[config.mk]
export PLATFORM = sky130hd
export DESIGN_NAME = stage_if_prefetch
export DESIGN_NICKNAME = d
export VERILOG_FILES = /design/src/rtl/stage_if_prefetch.sv
export SDC_FILE = /design/constraint.sdc
export NUM_CORES = 1
export LEC_CHECK = 0
export BUFFER_PORTS_ARGS = -buffer_cell sky130_fd_sc_hd__buf_2
export CAP_MARGIN = 25
export CORE_ASPECT_RATIO = 1.75
export CORE_MARGIN = 1.5
export CORE_UTILIZATION = 55
export DETAILED_ROUTE_END_ITERATION = 7
export PLACE_DENSITY = 0.77
export REMOVE_ABC_BUFFERS = 1
export SLEW_MARGIN = 10
export SYNTH_ARGS = -nofsm -noshare
export SYNTH_HDL_FRONTEND = slang
export SYNTH_SLANG_ARGS = --single-unit
[constraint.sdc]
create_clock -name clk -period 18 [get_ports clk]
set_input_delay 4.5 -clock clk [delete_from_list [all_inputs] [get_ports clk]]
set_output_delay 4.5 -clock clk [all_outputs]
set_load 0.05 [all_outputs]
[src/rtl/stage_if_prefetch.sv]
// Byte-serial instruction fetch stage with a DEPTH-entry prefetch queue toward stage_id.
// Optional macro STAGE_IF_BRANCH_HOLD_EN: stop fetching after a control-flow instruction until redirect.
module stage_if_prefetch #(
  parameter int                ADDR_W     = 32,
  parameter int                INST_BYTES = 4,
  parameter int                DEPTH      = 2,
  parameter logic [ADDR_W-1:0] RESET_PC   = '0
) (
  input  logic                    clk,
  input  logic                    rst,
  input  logic                    rdy,
  input  logic                    redirect_i,
  input  logic [ADDR_W-1:0]       redirect_pc_i,
  input  logic [7:0]              mem_data_i,
  output logic [ADDR_W-1:0]       mem_addr_o,
  output logic                    mem_we_o,
  output logic                    inst_valid_o,
  input  logic                    inst_ready_i,
  output logic [8*INST_BYTES-1:0] inst_o,
  output logic [ADDR_W-1:0]       pc_o,
  output logic                    branch_sign_o
);

  localparam int INST_W = 8 * INST_BYTES;
  localparam int CNT_W  = (INST_BYTES > 1) ? $clog2(INST_BYTES) : 1;
  localparam int PTR_W  = (DEPTH > 1) ? $clog2(DEPTH) : 1;
  localparam int OCC_W  = $clog2(DEPTH + 1);
  localparam logic [CNT_W-1:0] LAST_BYTE = CNT_W'(INST_BYTES - 1);
  localparam logic [6:0] BRANCH_OP = 7'h63;
  localparam logic [6:0] JAL_OP    = 7'h6F;
  localparam logic [6:0] JALR_OP   = 7'h67;

  typedef enum logic [1:0] {IDLE, FETCH, DRAIN, HOLD} state_t;

  state_t            state_q, state_d;
  logic [CNT_W-1:0]  byte_cnt_q, byte_cnt_d;
  logic [ADDR_W-1:0] fetch_pc_q, fetch_pc_d;
  logic [ADDR_W-1:0] mem_addr_q, mem_addr_d;
  logic [INST_W-1:0] inst_buf_q, inst_buf_d;
  logic [INST_W-1:0] shifted;
  logic [INST_W-1:0] inst_mem_q [DEPTH];
  logic [ADDR_W-1:0] pc_mem_q   [DEPTH];
  logic [PTR_W-1:0]  rd_ptr_q, wr_ptr_q;
  logic [OCC_W-1:0]  occ_q;
  logic [OCC_W:0]    occ_after;
  logic              enq, deq, slot_free, hold_req;

  function automatic logic is_ctrl(input logic [INST_W-1:0] inst);
    return (inst[6:0] == BRANCH_OP) || (inst[6:0] == JAL_OP) || (inst[6:0] == JALR_OP);
  endfunction

  function automatic logic [PTR_W-1:0] ptr_inc(input logic [PTR_W-1:0] p);
    if (int'(p) == DEPTH - 1) return '0;
    return p + PTR_W'(1);
  endfunction

  // Newest byte enters the top lane; after INST_BYTES shifts byte 0 lands in bits [7:0].
  assign shifted   = (inst_buf_q >> 8) | (INST_W'(mem_data_i) << (INST_W - 8));

  assign deq       = inst_valid_o && inst_ready_i && !redirect_i;
  assign enq       = (state_q == DRAIN) && !redirect_i;
  assign occ_after = {1'b0, occ_q} + (OCC_W+1)'(enq) - (OCC_W+1)'(deq);
  assign slot_free = occ_after < (OCC_W+1)'(DEPTH);

`ifdef STAGE_IF_BRANCH_HOLD_EN
  assign hold_req = is_ctrl(shifted);
`else
  assign hold_req = 1'b0;
`endif

  always_comb begin
    state_d    = state_q;
    byte_cnt_d = byte_cnt_q;
    fetch_pc_d = fetch_pc_q;
    mem_addr_d = mem_addr_q;
    inst_buf_d = inst_buf_q;
    if (redirect_i) begin
      state_d    = FETCH;
      byte_cnt_d = '0;
      fetch_pc_d = redirect_pc_i;
      mem_addr_d = redirect_pc_i;
    end else begin
      case (state_q)
        IDLE: begin
          if (slot_free) begin
            state_d    = FETCH;
            mem_addr_d = fetch_pc_q;
          end
        end
        FETCH: begin
          if (byte_cnt_q != '0) inst_buf_d = shifted;
          if (byte_cnt_q == LAST_BYTE) begin
            state_d = DRAIN;
          end else begin
            byte_cnt_d = byte_cnt_q + CNT_W'(1);
            mem_addr_d = mem_addr_q + ADDR_W'(1);
          end
        end
        DRAIN: begin
          byte_cnt_d = '0;
          fetch_pc_d = fetch_pc_q + ADDR_W'(INST_BYTES);
          if (hold_req) begin
            state_d = HOLD;
          end else if (slot_free) begin
            state_d    = FETCH;
            mem_addr_d = fetch_pc_q + ADDR_W'(INST_BYTES);
          end else begin
            state_d = IDLE;
          end
        end
        HOLD:    state_d = HOLD;
        default: state_d = IDLE;
      endcase
    end
  end

  always_ff @(posedge clk) begin
    if (rst) begin
      state_q    <= IDLE;
      byte_cnt_q <= '0;
      fetch_pc_q <= RESET_PC;
      mem_addr_q <= '0;
      inst_buf_q <= '0;
    end else if (rdy) begin
      state_q    <= state_d;
      byte_cnt_q <= byte_cnt_d;
      fetch_pc_q <= fetch_pc_d;
      mem_addr_q <= mem_addr_d;
      inst_buf_q <= inst_buf_d;
    end
  end

  // Redirect empties the queue and wins over any enqueue/dequeue in the same cycle.
  always_ff @(posedge clk) begin
    if (rst) begin
      rd_ptr_q <= '0;
      wr_ptr_q <= '0;
      occ_q    <= '0;
      for (int i = 0; i < DEPTH; i++) begin
        inst_mem_q[i] <= '0;
        pc_mem_q[i]   <= '0;
      end
    end else if (rdy) begin
      if (redirect_i) begin
        rd_ptr_q <= '0;
        wr_ptr_q <= '0;
        occ_q    <= '0;
      end else begin
        if (enq) begin
          inst_mem_q[wr_ptr_q] <= shifted;
          pc_mem_q[wr_ptr_q]   <= fetch_pc_q;
          wr_ptr_q             <= ptr_inc(wr_ptr_q);
        end
        if (deq) rd_ptr_q <= ptr_inc(rd_ptr_q);
        occ_q <= OCC_W'(occ_after);
      end
    end
  end

  assign inst_valid_o  = (occ_q != '0);
  assign inst_o        = inst_mem_q[rd_ptr_q];
  assign pc_o          = pc_mem_q[rd_ptr_q];
  assign branch_sign_o = inst_valid_o && is_ctrl(inst_o);
  assign mem_addr_o    = mem_addr_q;
  assign mem_we_o      = 1'b0;

endmodule

* Word-level counts from Yosys, hierarchy flattened
Memories as Yosys holds them, arrays and structs flattened. A register that Yosys moved wholly into a read port is not among the register bits. Cells that the tools add are included.
Cells by class: add/subtract/negate cells 7, order comparisons 1, equality and inequality tests 11, muxes and demuxes 51, bitwise gates (word level) 2, reductions and logical operators 24
Operator list (count):
- two-way mux 32 bit | 8
- one-hot mux 32 bit (3 select lines) | 1
- OR reduction 32 bit | 2
- two-way mux 1 bit | 34
- adder 32 x 1 -> 32 bit, second input constant | 1
- adder 32 x 3 -> 32 bit, second input constant | 1
- bitwise OR 24 x 32 -> 32 bit | 1
- == test 7 bit, second input constant | 3
- two-way mux 2 bit | 6
- inequality test 3 bit, second input constant | 4
- nonzero test 2 bit | 5
- one-hot mux 2 bit (4 select lines) | 1
- == test 2 bit, second input constant | 3
- AND reduction 2 bit | 3
- AND reduction 3 bit | 2
- AND reduction 5 bit | 1
- logical AND 1 bit | 4
- one-hot mux 2 bit (2 select lines) | 1
- AND reduction 4 bit | 1
- nonzero test 4 bit | 1
- adder 2 x 1 -> 3 bit | 1
- < comparator 3 x 2 -> 1 bit, second input constant | 1
- nonzero test 3 bit | 1
- subtractor 3 x 1 -> 3 bit | 1
- other kinds (7) | 9
Storage, ports and cells: flip-flop bits (word level) 104, RAM bits 128, bits of input ports 45, word-level logic and storage cells 106, memories 2
Memories:
- inst_mem_q | depth 2, width 32, rd ports 1, clocked after Yosys merged registers in 1, write ports 2, line 41 | logic [INST_W-1:0] inst_mem_q [DEPTH];
- pc_mem_q | depth 2, width 32, rd ports 1, clocked after Yosys merged registers in 1, write ports 2, line 42 | logic [ADDR_W-1:0] pc_mem_q [DEPTH];

* Logic depth before layout (Yosys ltp)
depth after elaboration 12, depth in mapped cells 18, depth with buffers taken out 14

* Least setup slack after synthesis
OpenSTA, ideal clock, no wires.
path type input to register, start point in rdy, end point mem inst_mem_q[0][0] in the netlist's numbering (enable), setup time 0.574 ns, arrival 9.335 ns, setup slack 8.090 ns, cell stages on the path 4, buffers on the path 0, cells stage by stage inv_2 > nor2_1 > nand2_1 > o21ai_0
RTL lines:
- start, declared | line 11 | input logic rdy,
- end, declared | line 41

* Worst setup path in the final report
start point in redirect_i, end point reg mem_addr_q[8], in the netlist mem_addr_o[8]
On the way: longest elaborated chain between the ends 7, elaborated cells on any way between the ends 12
Ends and longest elaborated chain:
- start, declared | line 12 | input logic redirect_i,
- logical NOT 1 bit | line 60, 61
- logical AND 1 bit | line 61 | assign enq = (state_q == DRAIN) && !redirect_i;
- adder 2 x 1 -> 3 bit | line 62 | assign occ_after = {1'b0, occ_q} + (OCC_W+1)'(enq) - (OCC_W+1)'(deq);
- subtractor 3 x 1 -> 3 bit | line 62
- < comparator 3 x 2 -> 1 bit | line 63 | assign slot_free = occ_after < (OCC_W+1)'(DEPTH);
- inequality test 3 bit (no line)
- AND reduction 5 bit (no line)
- end signal, assigned | line 128 | mem_addr_q <= mem_addr_d;
- end, declared | line 38 | logic [ADDR_W-1:0] mem_addr_q, mem_addr_d;
Several ways; a longest one is shown, not always the timed one. A chain may end at the register's enable or synchronous reset.

==> summary by stage <==
Setup path
The class of the most critical setup path is input port to register. The delay of the slowest cell on the worst path is approximately 0.55 ns. The cell that appears most often on the critical path is sky130_fd_sc_hd__inv_1.

The largest fanout on the critical path is between 40 and 50. At the worst endpoint, the required time is 18.37 ns. The cell type of the slowest stage on the worst timing path is sky130_fd_sc_hd__or3_1. The worst setup path is launched from an input port.

Data arrives at the worst endpoint at 8.02 ns. The signal on the critical path passes through buf_4 > inv_1 > buf_4 > nand2_1 > ha_1 > inv_1 > ha_1 > inv_1 > fa_1 > xnor2_1 > a211oi_1 > or3_1 > a221o_1 > a21oi_1 > a2111oi_0. Counting both buffers and inverters, the worst setup path holds a total of 5.

STA classifies the critical path endpoint as a register. The kind of cell with the highest combined delay on the critical path is compound AO/OA/AOI/OAI gates.

Floorplan
The die is a little under 200 um tall. Pin placement for this block handled around 140 I/O pins. The area of the placeable core is about 0.021 sq mm. In this run the core area contains just over 70 standard-cell rows. For this configuration, the core starts out at a cell density of 55.6%.

The die covers 0.0226 sq mm. The die span in x is 114 um.

STA
In the post-route analysis, the smallest setup slack over all paths is roughly 10 ns. Setup violations remaining at the end of the flow were counted as 0. The worst pin sits at a relative slew slack of between 30 and 40%. The worst path in the final design needs a cycle of between 7 and 8 ns, including I/O delays and setup. The final setup TNS is 0 ns. The highest attainable clock frequency is ~130 MHz. The worst hold slack is ~0.46 ns.

The transition time of the tightest slew-check pin is 1.03 ns. The clock arrives with about 0.010 ns of skew. After layout, the worst path uses a little over two fifths of the clock period. Setup repair after global routing left no endpoint under its margin. The number of pins exceeding their max-slew limit in the final report came to 0. The number of failing hold endpoints at the final stage is 0.

GRT
The via count of the first global-routing pass is about 9.3k. Entering global routing, the biggest net connects 87 pins. The initial antenna violation count was 1. Global routing finished with a remaining overflow of 0. The first global-routing pass estimated a little under 50 mm of wire. Global routing consumed, over all layers together, ~28% of the routing resources.

Clock tree
The clock tree from TritonCTS is yes. The tree is rooted in a sky130_fd_sc_hd__clkbuf_16. The buffer levels on the longest clock path is 3.

TritonCTS created 22 clock buffers. CTS built an H-tree with a depth of 1. After clock tree synthesis, the clock-pin slew on the worst setup and hold paths is around 0.070 ns.

The quantity of hold-fixing buffers added after cts is 0. The count of instances resized after the clock tree is built is 0. The number of sinks handled by clock tree synthesis is about 230. In this run the post-CTS setup repair buffer count came out at 0. The clock insertion delay at the later pin of the skew report is roughly 0.51 ns.

Synthesis
Counting flops with a built-in enable in the synthesized netlist gives 128. In the synthesized netlist the dominant register cell turns out to be sky130_fd_sc_hd__edfxtp_1. The number of instances in the synthesized netlist is between 1k and 1.5k. The mapped netlist covers ~0.012 sq mm. Counting flops with an async set or reset pin after synthesis yields a share of 0%. Synthesis inferred roughly 230 register bits. The warning count from the yosys run is 0. After synthesis, the netlist uses 77 different library cells. The average footprint of a synthesized cell is 9.61 sq um. Sequential elements use 48.6% of the synthesized area.

Power and ir drop
The analysis attributes to cell leakage a power of between 5 and 6 nW. Power spread over the standard cell area amounts to around 88 mW/mm^2. Summing internal, switching and leakage power gives approximately 1.2 mW. VDD sags by at most 62.3 uV.

Layout
The library cells used most frequently in the layout, excluding fill and tap cells, are sky130_fd_sc_hd__nand2_1, sky130_fd_sc_hd__buf_2, sky130_fd_sc_hd__edfxtp_1. The share of cells above drive strength 1 is 21.3%. After the last flow step, the layout net total stands at 1375. The library cell used most frequently in the layout, excluding fill and tap cells, is sky130_fd_sc_hd__nand2_1. Relative to the synthesized area, the layout overhead comes to 13.3%.

The post-route core utilization is around 63%.

Hold path
The classification of the worst-slack hold path is register to register.

Drt
The number of vias per cell after detailed routing is just over 6. The total length of routed met2 wires is ~16 mm. Wires add up to 31.6 mm.

The highest layer touched by signal routing is met4. The wire length on met1 is approximately 12 mm. In the detailed route, the total length drawn on met3 is ~1.7 mm. The detailed router finished its first iteration with 932 violations. The via count of the routed design is 9887. The number of iterations in the first detailed-routing pass is 6. The detail route stage leaves a number of antenna-violating nets equal to 0. The mean routed wirelength per cell is about 19 um. After detailed routing, the number of remaining DRC violations is 0.

Placement
The worst setup slack after placement is just under 10 ns. The weighted congestion at the end of routability-driven global placement is 0.925. The detailed-placement wirelength estimate is 20.8 mm. In this run the tool buffered the top-level ports with between 100 and 150 buffer cells.

Flow run
The tool flagged a number of max-cap violations equal to 0.

Status
The flow ran to the end, and the final reports show no timing, DRC or antenna violations.
stage by stage:
step                      cell area, sq um  std cells
after floorplan                      11500       1136
after global placement               12700       1586
after detailed placement             12700       1586
after CTS                            13500       1626
after global routing                 13500       1628
final                                13500       1628
logic make-up after synthesis:
logic type | share of synthesized area (%)
compound gates | 15.7
xor+xnor | 2.28
fa+ha+maj | 1.22
buf+inv | 4.20
flops | 48.6
mux | 6.29
other cells | 0.0315
simple gates | 21.7
flip-flops by register name, summed over array words and instances (netlist names), named ones only:
name        flops
inst_buf_q     24
mem_addr_o     32
fetch_pc_q     32
byte_cnt_q      2
pc_mem_q       64
occ_q           2
state_q         2
wr_ptr_q        1
rd_ptr_q        1
inst_mem_q     64
layer usage:
layer	vias up	GRT usage, %
met5	-	0
met4	0	12.9
met3	92	2.49
met2	400	48.9
met1	4736	33.9
li1	4659	-
area by class of cell:
class | instances | area, sq um
fillers | 1783 | 7930
multi-input cells | 892 | 5660
inverters | 19 | 71.3
clock buffers | 29 | 618
repair buffers | 159 | 856
flip-flops and latches | 225 | 5790
clock inverters | 11 | 124
diodes | 1 | 2.50
well taps | 292 | 365
final timing paths:
kind	startpoint	to	slack, ns	cells past startpoint
worst max-delay path	redirect_i	mem_addr_o[8]	10.35	15
worst min-delay path	inst_buf_q[15]	inst_buf_q[15]	0.46	2
worst max register to register	state_q[0]	mem_addr_o[8]	14.15	15
worst min register to register	inst_buf_q[15]	inst_buf_q[15]	0.46	2
cells in the mapped netlist, drive strengths merged (11+ instances only):
library cell / number / area [sq um]
nand2: 145 / 552
nor4: 11 / 83.8
buf: 28 / 146
o21ai: 69 / 345
nand4: 19 / 125
nand3: 36 / 190
a22oi: 14 / 105
xnor2: 25 / 219
edfxtp: 128 / 3840
nor2: 66 / 248
a21oi: 87 / 435
and2: 125 / 782
o31ai: 14 / 105
dfxtp: 97 / 1940
o211ai: 13 / 97.6
mux2: 63 / 709
nor3: 34 / 191
clkbuf: 75 / 283
and3: 15 / 93.8
a221oi: 13 / 114
inv: 19 / 71.3
report_power, final:
part | internal [mW] | switching (mW)
combinational | 0.0388 | 0.0985
sequential | 0.560 | 0.0186
clock | 0.274 | 0.199
total | 0.873 | 0.316
worst register-to-register path, delay by kind of cell, from the launching register on:
| family | cells | cell delay [ns] |
|---|---|---|
| XOR/XNOR | 1 | 0.18 |
| buffers and inverters | 4 | 0.57 |
| AO/OA/AOI/OAI | 4 | 1.05 |
| adder cells (fa/ha/maj) | 4 | 0.94 |
| AND/OR/NAND/NOR | 2 | 0.65 |
| flip-flops | 1 | 0.34 |
Note: power is estimated with default switching activity, not from simulation.
